==> config.mk <==
export PLATFORM = sky130hd
export DESIGN_NAME = div_share_arbiter
export DESIGN_NICKNAME = d
export VERILOG_FILES = /design/src/rtl/div_arb_pkg.sv /design/src/rtl/rr_pick.sv /design/src/rtl/div_share_arbiter.sv
export SDC_FILE = /design/constraint.sdc
export NUM_CORES = 1
export LEC_CHECK = 0
export ABC_AREA = 1
export ABC_CLOCK_PERIOD_IN_PS = 4240
export BUFFER_PORTS_ARGS = -buffer_cell sky130_fd_sc_hd__buf_2
export CAP_MARGIN = 10
export CELL_PAD_IN_SITES_DETAIL_PLACEMENT = 2
export CELL_PAD_IN_SITES_GLOBAL_PLACEMENT = 2
export CORE_ASPECT_RATIO = 0.6
export CORE_MARGIN = 5
export CORE_UTILIZATION = 26
export DETAILED_ROUTE_END_ITERATION = 8
export PLACE_DENSITY_LB_ADDON = 0.15
export SYNTH_ARGS = -nofsm -noshare
export SYNTH_HDL_FRONTEND = slang
export SYNTH_SLANG_ARGS = --single-unit
export TNS_END_PERCENT = 20
==> constraint.sdc <==
create_clock -name clk_i -period 4.24 [get_ports clk_i]
set_clock_uncertainty 0.15 [all_clocks]
set_input_delay 0.848 -clock clk_i [delete_from_list [all_inputs] [get_ports clk_i]]
set_output_delay 0.848 -clock clk_i [all_outputs]
set_load 0.05 [all_outputs]
==> src/rtl/div_arb_pkg.sv <==
// Shared types and constants for the shared-divider arbiter.
// Holds the arbiter FSM encoding, the error result patterns and a helper
// for sizing grant indices.
package div_arb_pkg;

    // Arbiter FSM states.
    typedef enum logic [1:0] {
        ST_IDLE  = 2'd0,
        ST_ISSUE = 2'd1,
        ST_WAIT  = 2'd2,
        ST_RESP  = 2'd3
    } arb_state_t;

    // Widest supported operand. Result patterns are sliced down to XLEN.
    localparam int RESULT_MAX_W = 64;

    // Quotient reported on timeout or zero-divide: all ones.
    localparam logic [RESULT_MAX_W-1:0] ERR_QUOTIENT = '1;

    // Remainder reported on timeout.
    localparam logic [RESULT_MAX_W-1:0] TMO_REMAINDER = '0;

    // Grant index width for the default two-requester build.
    localparam int NREQ_DEFAULT = 2;
    localparam int GNT_IDX_W    = $clog2(NREQ_DEFAULT);

    // Grant index width for any requester count (at least one bit).
    function automatic int gnt_idx_width(input int nreq);
        return (nreq > 1) ? $clog2(nreq) : 1;
    endfunction

endpackage

==> src/rtl/rr_pick.sv <==
// Combinational round-robin priority picker.
// Grants the first set request at or after ptr, scanning upward with wrap.
// The outputs are a one-hot grant, its index and an any-request flag.
module rr_pick #(
    parameter int N  = 2,
    parameter int IW = 1
) (
    input  logic [N-1:0]  req_vec,
    input  logic [IW-1:0] ptr,
    output logic [N-1:0]  grant,
    output logic [IW-1:0] grant_idx,
    output logic          any_req
);

    // Requester index visited at each scan offset from the pointer.
    logic [IW-1:0] pos [N];

    for (genvar gi = 0; gi < N; gi++) begin : g_pos
        assign pos[gi] = (int'(ptr) + gi >= N) ? IW'(int'(ptr) + gi - N)
                                               : IW'(int'(ptr) + gi);
    end

    // Scan from the farthest offset down so the nearest request wins.
    always_comb begin
        grant     = '0;
        grant_idx = '0;
        any_req   = |req_vec;
        for (int i = N - 1; i >= 0; i--) begin
            if (req_vec[pos[i]]) begin
                grant         = '0;
                grant[pos[i]] = 1'b1;
                grant_idx     = pos[i];
            end
        end
    end

endmodule

==> src/rtl/div_share_arbiter.sv <==
// Shares one serial divider between NREQ requesters.
// Round-robin grant, one operation in flight, and a watchdog that forces an
// error response if the divider never completes.
// Optional macro DIV_ARB_ZERO_BYPASS_EN: zero divisors are answered directly
// (quotient all ones, remainder = dividend, error) without using the divider.
module div_share_arbiter
    import div_arb_pkg::*;
#(
    parameter int NREQ  = 2,
    parameter int XLEN  = 32,
    parameter int TMO_W = 8
) (
    input  logic                 clk_i,
    input  logic                 reset_ni,
    input  logic [NREQ-1:0]      req_valid_i,
    output logic [NREQ-1:0]      req_ready_o,
    input  logic [NREQ*XLEN-1:0] req_dividend_i,
    input  logic [NREQ*XLEN-1:0] req_divisor_i,
    output logic [NREQ-1:0]      rsp_valid_o,
    input  logic [NREQ-1:0]      rsp_ready_i,
    output logic [XLEN-1:0]      rsp_quotient_o,
    output logic [XLEN-1:0]      rsp_remainder_o,
    output logic                 rsp_error_o,
    output logic                 div_start_o,
    output logic [XLEN-1:0]      div_dividend_o,
    output logic [XLEN-1:0]      div_divisor_o,
    input  logic                 div_done_i,
    input  logic [XLEN-1:0]      div_quotient_i,
    input  logic [XLEN-1:0]      div_remainder_i,
    output logic                 busy_o
);

    localparam int IDX_W = gnt_idx_width(NREQ);

    // Last watchdog value before it reaches all ones: the WAIT cycle that
    // times out is the (2**TMO_W-1)th.
    localparam logic [TMO_W-1:0] WDOG_LAST = {{(TMO_W-1){1'b1}}, 1'b0};

    arb_state_t       state_reg, state_next;
    logic [IDX_W-1:0] ptr_reg, ptr_next;
    logic [IDX_W-1:0] gnt_reg, gnt_next;
    logic [XLEN-1:0]  dividend_reg, dividend_next;
    logic [XLEN-1:0]  divisor_reg, divisor_next;
    logic [XLEN-1:0]  quot_reg, quot_next;
    logic [XLEN-1:0]  rem_reg, rem_next;
    logic             err_reg, err_next;
    logic [TMO_W-1:0] wdog_reg, wdog_next;

    logic [NREQ-1:0]  pick_gnt;
    logic [IDX_W-1:0] pick_idx;
    logic             pick_any;

    // Per-requester operand views of the packed buses.
    logic [XLEN-1:0] dividend_arr [NREQ];
    logic [XLEN-1:0] divisor_arr  [NREQ];

    for (genvar gi = 0; gi < NREQ; gi++) begin : g_unpack
        assign dividend_arr[gi] = req_dividend_i[gi*XLEN +: XLEN];
        assign divisor_arr[gi]  = req_divisor_i[gi*XLEN +: XLEN];
    end

    rr_pick #(
        .N  (NREQ),
        .IW (IDX_W)
    ) u_pick (
        .req_vec   (req_valid_i),
        .ptr       (ptr_reg),
        .grant     (pick_gnt),
        .grant_idx (pick_idx),
        .any_req   (pick_any)
    );

    assign div_dividend_o  = dividend_reg;
    assign div_divisor_o   = divisor_reg;
    assign rsp_quotient_o  = quot_reg;
    assign rsp_remainder_o = rem_reg;
    assign rsp_error_o     = err_reg;
    assign busy_o          = (state_reg != ST_IDLE);

    // State and datapath registers; reset aborts any operation in flight.
    always_ff @(posedge clk_i or negedge reset_ni) begin
        if (!reset_ni) begin
            state_reg    <= ST_IDLE;
            ptr_reg      <= '0;
            gnt_reg      <= '0;
            dividend_reg <= '0;
            divisor_reg  <= '0;
            quot_reg     <= '0;
            rem_reg      <= '0;
            err_reg      <= 1'b0;
            wdog_reg     <= '0;
        end else begin
            state_reg    <= state_next;
            ptr_reg      <= ptr_next;
            gnt_reg      <= gnt_next;
            dividend_reg <= dividend_next;
            divisor_reg  <= divisor_next;
            quot_reg     <= quot_next;
            rem_reg      <= rem_next;
            err_reg      <= err_next;
            wdog_reg     <= wdog_next;
        end
    end

    // Next-state logic and handshake outputs.
    always_comb begin
        state_next    = state_reg;
        ptr_next      = ptr_reg;
        gnt_next      = gnt_reg;
        dividend_next = dividend_reg;
        divisor_next  = divisor_reg;
        quot_next     = quot_reg;
        rem_next      = rem_reg;
        err_next      = err_reg;
        wdog_next     = wdog_reg;
        req_ready_o   = '0;
        rsp_valid_o   = '0;
        div_start_o   = 1'b0;

        case (state_reg)
            ST_IDLE: begin
                if (pick_any) begin
                    req_ready_o   = pick_gnt;
                    gnt_next      = pick_idx;
                    dividend_next = dividend_arr[pick_idx];
                    divisor_next  = divisor_arr[pick_idx];
                    state_next    = ST_ISSUE;
`ifdef DIV_ARB_ZERO_BYPASS_EN
                    if (divisor_arr[pick_idx] == '0) begin
                        quot_next  = ERR_QUOTIENT[XLEN-1:0];
                        rem_next   = dividend_arr[pick_idx];
                        err_next   = 1'b1;
                        state_next = ST_RESP;
                    end
`endif
                end
            end
            ST_ISSUE: begin
                div_start_o = 1'b1;
                wdog_next   = '0;
                state_next  = ST_WAIT;
            end
            ST_WAIT: begin
                wdog_next = wdog_reg + 1'b1;
                // Completion takes priority over a coincident timeout.
                if (div_done_i) begin
                    quot_next  = div_quotient_i;
                    rem_next   = div_remainder_i;
                    err_next   = 1'b0;
                    state_next = ST_RESP;
                end else if (wdog_reg == WDOG_LAST) begin
                    quot_next  = ERR_QUOTIENT[XLEN-1:0];
                    rem_next   = TMO_REMAINDER[XLEN-1:0];
                    err_next   = 1'b1;
                    state_next = ST_RESP;
                end
            end
            ST_RESP: begin
                rsp_valid_o[gnt_reg] = 1'b1;
                if (rsp_ready_i[gnt_reg]) begin
                    ptr_next   = (gnt_reg == IDX_W'(NREQ - 1)) ? '0 : gnt_reg + 1'b1;
                    state_next = ST_IDLE;
                end
            end
            default: state_next = ST_IDLE;
        endcase
    end

endmodule
==> results.md, run 1 <==
* Layout Nets at 1,252
* CTS H-tree lvls at 4
* Multi-input logic area at 0.00230 sq mm
* Worst path required time at 3.24 ns
* Hold Slack at 0.264 ns
* Status: completed
* Warnings from Yosys at 0
* Final Hold Viols at 0
* Final Max Tran Viols at 0
* Area Overhead vs Synth at 41.0%
* Largest cells by area after synthesis: dfrtp_1 56%, nand2_1 15%, nor2_1 6.5%
* Rows at 43
* VDD IR-drop max at 0.442 mV
* DRT iter0 DRCs at 221
* CP peak stage delay at 0.43 ns
* Post-DP HPWL at 19.9 mm
* Critical Path Start Type: flop
* Pwr Density at 971 mW/mm^2
* Crit Path Class: reg2out
* Post-synthesis sequential area ratio at 56.5%
* Cell Area, Synth at 0.00625 sq mm
* Wire per inst at 19.1 um
* Number of port buffers at 333
* Clock sink total at 141
* Most frequent CP cell: inv_1
* Root buffer cell: clkbuf_16
* Initial antenna violation count at 7
* RSZ-0062 raised after global routing: false
* Largest net degree at the start of global routing at 111
* Min Tclk post-route at 2.69 ns
* Worst Path Max Fanout at 5
* Reg2Reg Depth at 7
* Filler cells at 2,757
* Post-CTS Setup Bufs at 0
* CTS Buf Count at 17
* Initial Util at 26.8%
* Syn Area/Cell at 8.59 sq um
* IO Count at 334
* Vias in the first global route at 6,798
* First-pass GRT wire length at 39.7 mm
* Place WS at 1.52 ns
* Gr usage total at 18.8%
* WL final at 26.3 mm
* Worst endpoint data arrival time at 1.69 ns
* CTS resizes at 0
* GR Overflow Total at 0
* Core area at 0.0233 sq mm
* Max Clock Freq at 0.372 GHz
* Final core occ at 37.7%
* Vias at 6,190
* Final setup violation count at 0
* Antenna-violating nets left at 0
* DRC violations left at 0
* Die height at 130 um
* Finished Cell Area at 0.00881 sq mm
* Worst R2R Setup Slack at 1.64 ns
* DRT Pass-1 Iters at 7
* Post-DP Area at 0.00818 sq mm
* Chip width at 210 um
* GPL Wtd Cong at 0.790
* Fin Setup TNS at 0 ns
* Pleak at 4.67 nW
* Post-synth net total at 932
* Relative slew slack at 25.0%
* Final Cycle Share at 63.4%
* CTS tree: done
* Leading area contributor after synthesis: dfrtp_1
* Setup ws final at 1.55 ns
* Worst slew pin tran at 1.12 ns
* CTS Hold Bufs at 0
* Synth Instances at 727
* DR vias/cell at 4.49
* Worst Hold Class: in2async
* Worst skew pair latency at 0.42 ns
* Die area at 0.0273 sq mm
* Top cell type's share of synthesized area at 56.5%
* Clk slew on worst S/H paths at 0.06 ns
* Register area at 0.00353 sq mm
* Setup crit end kind: output pin
* FF-to-FF End: rsp_remainder_o[25]
* CP cell instances: inv_1 -> ha_1 -> nand2_1 -> inv_1 -> buf_2
* Max Cap Viol at 0
* Layout cells sized above 1 at 38.7%
* R2R Path Start: state_reg[0]
* Commonest non-fill, non-tap cell in the layout: buf_2
* Most frequent cells in the layout: 332 x buf_2, 254 x nand2_1, 141 x dfrtp_1
* Post-synthesis register bit count at 141
* Slowest CP cell: dfrtp_1
* Clock Tree Buf Depth at 2
* Synth unique cells at 22
[how the worst max path moves through the flow]
stage / start / to / slack [ns] / cells after the start
global placement: req_valid_i[0] / div_dividend_o[9] / 1.59 / 6
global route: state_reg[0] / rsp_remainder_o[20] / 1.39 / 7
CTS: state_reg[0] / req_ready_o[1] / 1.51 / 5
detailed placement: div_done_i / rsp_remainder_o[25] / 1.52 / 6
floorplan: req_valid_i[1] / req_ready_o[1] / 1.56 / 6
finish: state_reg[0] / req_ready_o[1] / 1.55 / 5
[per-stage QoR]
step | power, mW | std cells
after floorplan | 5.73 | 727
after global placement | 6.96 | 1343
after detailed placement | 7.06 | 1343
after CTS | 8.72 | 1375
after global routing | 9.10 | 1377
final | 8.56 | 1378
[worst max-delay path, delay by kind of cell, from the launching register on]
family        cells  cell delay [ns]
flops             1             0.43
fa+ha+maj         1             0.28
simple gates      1             0.12
buf+inv           3             0.44
[cell usage after synthesis, drive strengths merged]
cell type  count
nand4          1
ha             6
nor2         109
inv           53
dfrtp        141
a21oi         38
buf           31
o21ai          8
nand2        256
a21boi         1
nand3          9
or2            1
clkbuf         9
a31oi         64
[power by group]
part	total [mW]	switching (mW)	internal [mW]
registers	2.31	0.336	1.97
clock network	1.60	0.590	1.01
logic	4.65	3.61	1.04
[per-layer routing]
| metal | track usage [%] | wire (um) | share of wire [%] | vias to the layer above |
|---|---|---|---|---|
| li1 | - | - | - | 2951 |
| met1 | 24.8 | 12000 | 46 | 3040 |
| met2 | 30.1 | 12100 | 46 | 158 |
| met3 | 6.73 | 1820 | 6.9 | 31 |
| met4 | 4.37 | 304 | 1.2 | 10 |
| met5 | 0 | 56 | 0.21 | - |
[layout make-up]
class                   count  area share, %
multi-input cells         493           26.1
inverters                  53           2.26
clock buffers              20           5.18
well taps                 315           4.47
flip-flops and latches    141           40.0
diodes                      3         0.0852
repair buffers            341           20.0
clock inverters            12           1.90
[cell families after synthesis]
logic type	count (synthesis)	share of synthesized area, %
simple gates	376	23.0
flops	141	56.5
compound gates	111	12.3
buf+inv	93	7.05
fa+ha+maj	6	1.20
(Power assumes the default switching activity.)
==> inputs of run 2 (changes only) <==
- ABC_CLOCK_PERIOD_IN_PS: 4240 -> 2300
- CORE_UTILIZATION: 26 -> 22
- clock period: 4.24 -> 2.3 ns (I/O delays scaled with it)
==> run 2 against run 1 <==
Design area rose by 2.1%; hold slack got worse by 0.19 ns; setup slack got worse by 1.4 ns; total power rose by 85%; sequential share of layout area fell by 0.81 points; non-clock buffer count rose by 10; first-iteration DRC count rose by 48%; count of clock-buffer cells in the layout rose by 5; global-route usage fell by 2.1 points.
==> results.md, run 2 (synthesis results as in run 1) <==
* Root buffer cell: clkbuf_16
* Clock Tree Buf Depth at 2
* Wire per inst at 19.0 um
* Min Tclk post-route at 2.19 ns
* Relative slew slack at 68.8%
* Clock sink total at 141
* Initial antenna violation count at 6
* Worst endpoint data arrival time at 1.58 ns
* Hold Slack at 0.0721 ns
* Rows at 47
* VDD IR-drop max at 0.549 mV
* Final core occ at 32.4%
* CTS H-tree lvls at 4
* Final Hold Viols at 0
* GR Overflow Total at 0
* DRC violations left at 0
* Hold path cells at 3
* Worst path required time at 1.69 ns
* Place WS at 0.317 ns
* DRT iter0 DRCs at 328
* Critical Path Start Type: flop
* Commonest non-fill, non-tap cell in the layout: buf_2
* Antenna-violating nets left at 0
* Setup ws final at 0.112 ns
* CTS Buf Count at 17
* Final Max Tran Viols at 0
* Core area at 0.0278 sq mm
* Most frequent cells in the layout: 329 x buf_2, 254 x nand2_1, 141 x dfrtp_1
* GPL Wtd Cong at 0.750
* Max Cap Viol at 0
* IO Count at 334
* DRT Pass-1 Iters at 4
* Worst R2R Setup Slack at 0.42 ns
* Chip width at 228 um
* Pleak at 4.74 nW
* Hold Startpoint: div_remainder_i[19]
* Largest net degree at the start of global routing at 92
* Worst skew pair latency at 0.43 ns
* Die height at 141 um
* Worst Path Max Fanout at 5
* Max Clock Freq at 0.457 GHz
* Post-DP HPWL at 21.1 mm
* RSZ-0062 raised after global routing: false
* Fin Setup TNS at 0 ns
* CTS tree: done
* Initial Util at 22.5%
* Status: completed
* Die area at 0.0320 sq mm
* Pwr Density at 1760 mW/mm^2
* Post-CTS Setup Bufs at 0
* Area Overhead vs Synth at 44.0%
* DR vias/cell at 4.28
* Layout cells sized above 1 at 39.0%
* Filler cells at 3,222
* Design Power at 15.8 mW
* Layout Nets at 1,262
* FF-to-FF End: div_dividend_o[31]
* Vias in the first global route at 6,722
* Vias at 6,162
* Crit Path Class: reg2out
* R2R Path Start: state_reg[0]
* Finished Cell Area at 0.00899 sq mm
* Setup crit end kind: output pin
* Worst Hold Class: in2reg
* Gr usage total at 16.8%
* Final Cycle Share at 95.1%
* Hold endpoint: rsp_remainder_o[19]
* First-pass GRT wire length at 41.1 mm
* WL final at 27.3 mm
* Number of port buffers at 333
* Placed insts at 1,404
* Final cell count without fillers at 1,439
* Post-DP Area at 0.00837 sq mm
* Clk slew on worst S/H paths at 0.06 ns
* Worst slew pin tran at 0.466 ns
* Reg2Reg Depth at 7
* Final setup violation count at 0
[run 2: changes by cell type in the layout (fill, tap and decap cells not counted), sizes merged]
cell	change
buf	+9
clkbuf	+5
clkinvlp	-3
bufinv	-2
diode	-1
dlygate4sd3	+1
[run 2: final cells by class]
| type | count | area [sq um] | area share (%) |
|---|---|---|---|
| tap | 367 | 459 | 5.11 |
| sequential | 141 | 3530 | 39.2 |
| clock buffer | 25 | 495 | 5.51 |
| multi-input combinational | 493 | 2310 | 25.7 |
| timing repair buffer | 351 | 1910 | 21.2 |
| clock inverter | 7 | 85.1 | 0.946 |
| antenna | 2 | 5.00 | 0.0556 |
| inverter | 53 | 199 | 2.21 |
[run 2: per-layer routing]
metal | routed length [um] | share of wire, % | vias up | GRT usage [%]
li1 | - | - | 2967 | -
met1 | 12700 | 47 | 3013 | 22.6
met2 | 12300 | 45 | 151 | 25.9
met3 | 1880 | 6.9 | 23 | 5.98
met4 | 314 | 1.2 | 8 | 3.93
met5 | 62 | 0.23 | - | 0
[run 2: worst max-delay path, cell delays in order (launching register included)]
cell     delay [ns]
dfrtp_1        0.43
inv_1          0.14
ha_4           0.18
nand2_1        0.07
nor2_1         0.14
buf_6          0.18
[run 2: timing repair]
action | CTS | global route
resized for setup | 4 | 2
hold buffers | 1 | 0
endpoints found under the hold margin | 33 | 0
pin swaps | 0 | 0
endpoints found under the setup margin | 3 | 1
[run 2: worst max path at each step]
stage	from	endpoint	slack (ns)	cells past startpoint
3_5_place_dp	state_reg[0]	div_dividend_o[14]	0.32	7
6_report	state_reg[0]	req_ready_o[0]	0.11	5
3_3_place_gp	state_reg[0]	gnt_reg	0.37	6
2_1_floorplan	state_reg[0]	req_ready_o[0]	0.31	4
5_1_grt	state_reg[0]	req_ready_o[0]	0.02	5
4_1_cts	state_reg[0]	req_ready_o[0]	0.04	5
[run 2: power by group]
group | leakage (nW) | switching, mW | internal [mW] | total, mW
Combinational | 2.83 | 6.69 | 2.04 | 8.74
Sequential | 1.62 | 0.618 | 3.64 | 4.26
Clock | 0.291 | 1.10 | 1.70 | 2.81
==> inputs of run 3 (changes only) <==
- CELL_PAD_IN_SITES_DETAIL_PLACEMENT: 2 -> 0
==> run 3 against run 2 <==
Sequential power is essentially flat; sequential share of layout area shrank 0.31 points; combinational power shrank 2%; non-clock buffer count is the same; total power grew 1.1%; count of clock-buffer cells in the layout shrank 5; setup slack lost 0.011 ns; register-to-register slack is essentially flat; maximum frequency shrank 0.49%; critical endpoint unchanged; largest cell class unchanged.
==> results.md, run 3 (synthesis results as in run 1) <==
* Status: completed
* Antenna-violating nets left at 0
* Hold Slack at 0.0748 ns
* Antenna Cells at 0
* Rows at 47
* Pwr Density at 1760 mW/mm^2
* FF-to-FF End: div_divisor_o[30]
* Switching Power at 8.24 mW
* Layout Nets at 1,262
* R2R Path Start: state_reg[0]
* Chip width at 228 um
* Clock Tree Buf Depth at 2
* Int Pwr at 7.73 mW
* Worst skew pair latency at 0.43 ns
* Worst Path Max Fanout at 5
* Sequential power share at 26.5%
* Final cell count without fillers at 1,436
* Sw Ratio at 51.6%
* DRT iter0 DRCs at 451
* DRT Pass-1 Iters at 5
* Min Tclk post-route at 2.20 ns
* Worst Hold Class: in2reg
* Fin Setup TNS at 0 ns
* Layout cells sized above 1 at 39.2%
* Worst slew pin tran at 0.435 ns
* Reg2Reg Depth at 7
* Worst R2R Setup Slack at 0.42 ns
* GR Overflow Total at 0
* Core area at 0.0278 sq mm
* Worst path required time at 1.69 ns
* DRC violations left at 0
* Clock power frac at 20.0%
* Most frequent cells in the layout: 330 x buf_2, 254 x nand2_1, 141 x dfrtp_1
* CTS tree: done
* Final Cycle Share at 95.6%
* Pleak at 4.77 nW
* Wire per inst at 17.1 um
* Root buffer cell: clkbuf_16
* CTS Buf Count at 17
* Setup crit start: state_reg[0]
* Max Cap Viol at 0
* Filler cells at 3,031
* Number of port buffers at 333
* IO Count at 334
* Vias in the first global route at 6,045
* Final setup violation count at 0
* Critical Path Start Type: flop
* Post-DP HPWL at 18.8 mm
* Place WS at 0.405 ns
* Relative slew slack at 70.9%
* Clk slew on worst S/H paths at 0.06 ns
* DR vias/cell at 4.13
* Initial Util at 22.5%
* Worst endpoint data arrival time at 1.59 ns
* Gr usage total at 15.3%
* Largest net degree at the start of global routing at 92
* Setup ws final at 0.101 ns
* Setup crit end kind: output pin
* WL final at 24.6 mm
* Final Max Tran Viols at 0
* Die area at 0.0320 sq mm
* Final core occ at 32.7%
* Area Overhead vs Synth at 45.1%
* Clock sink total at 141
* VDD IR-drop max at 0.705 mV
* GPL Wtd Cong at 0.750
* Crit path to: req_ready_o[0]
* Placed insts at 1,404
* Die height at 141 um
* Gate power share at 53.5%
* Initial antenna violation count at 2
* Final Hold Viols at 0
* Vias at 5,924
* Max Clock Freq at 0.455 GHz
* CTS H-tree lvls at 4
* First-pass GRT wire length at 37.4 mm
* Crit Path Class: reg2out
* Commonest non-fill, non-tap cell in the layout: buf_2
## run 3: cell count changes in the layout (fill, tap and decap cells not counted)
cell / previous run / this run
bufinv_16: 2 / 6
clkbuf_1: 4 / 1
clkinv_2: 5 / 2
buf_4: 12 / 10
clkbuf_8: 4 / 2
clkinvlp_4: 0 / 2
diode_2: 2 / 0
buf_2: 329 / 330
clkbuf_4: 0 / 1
clkinv_4: 0 / 1
ha_2: 0 / 1
ha_4: 1 / 0
## run 3: per-layer routing
layer  part of all wire, %  global-route usage, %
met5                 0.085                      0
met4                   1.6                   4.75
met3                   7.4                   5.06
met2                    44                   22.5
met1                    47                   21.3
## run 3: worst max-delay path: stages (launching register included)
cell and delay (ns):
dfrtp_1 0.41, inv_1 0.10, ha_2 0.24, nand2_1 0.08, nor2_1 0.14, buf_6 0.18
## run 3: power by group through the flow
stage | combinational [mW] | clock (mW) | sequential, mW
floorplan | 2.53 | 0 | 8.04
global placement | 8.69 | 0 | 4.27
detailed placement | 8.66 | 0 | 4.26
finish | 8.55 | 3.19 | 4.23
CTS | 8.66 | 3.31 | 4.24
global route | 9.19 | 3.40 | 4.39
## run 3: layout make-up
type | count | area (sq um) | area share [%]
timing repair buffer | 351 | 1910 | 21.0
inverter | 53 | 199 | 2.19
clock buffer | 20 | 457 | 5.04
sequential | 141 | 3530 | 38.9
multi-input combinational | 493 | 2300 | 25.4
clock inverter | 11 | 214 | 2.36
tap | 367 | 459 | 5.06
## run 3: worst min-delay path by stage
| stage | start | end | slack (ns) | cells past startpoint |
|---|---|---|---|---|
| 2_1_floorplan | reset_ni | div_dividend_o[0] | 0.01 | 0 |
| 3_3_place_gp | reset_ni | div_divisor_o[12] | 0.27 | 1 |
| 3_5_place_dp | reset_ni | div_divisor_o[9] | 0.27 | 1 |
| 4_1_cts | div_remainder_i[29] | rsp_remainder_o[29] | 0.04 | 3 |
| 5_1_grt | div_remainder_i[0] | rsp_remainder_o[0] | 0.06 | 3 |
| 6_report | div_remainder_i[29] | rsp_remainder_o[29] | 0.07 | 3 |
## run 3: per-stage QoR
step                total power, mW  cell area [sq um]
floorplan                      10.6               6250
global placement               13.0               8370
detailed placement             12.9               8370
CTS                            16.2               9060
global route                   17.0               9070
finish                         16.0               9070
## run 3: timing repair
action                                  CTS  global route
resized for setup                         1             3
endpoints found under the setup margin    1             3
buffers inserted                          0             0
hold endpoints to repair                 33             0
hold buffers                              1             0
pin swaps                                 0             0
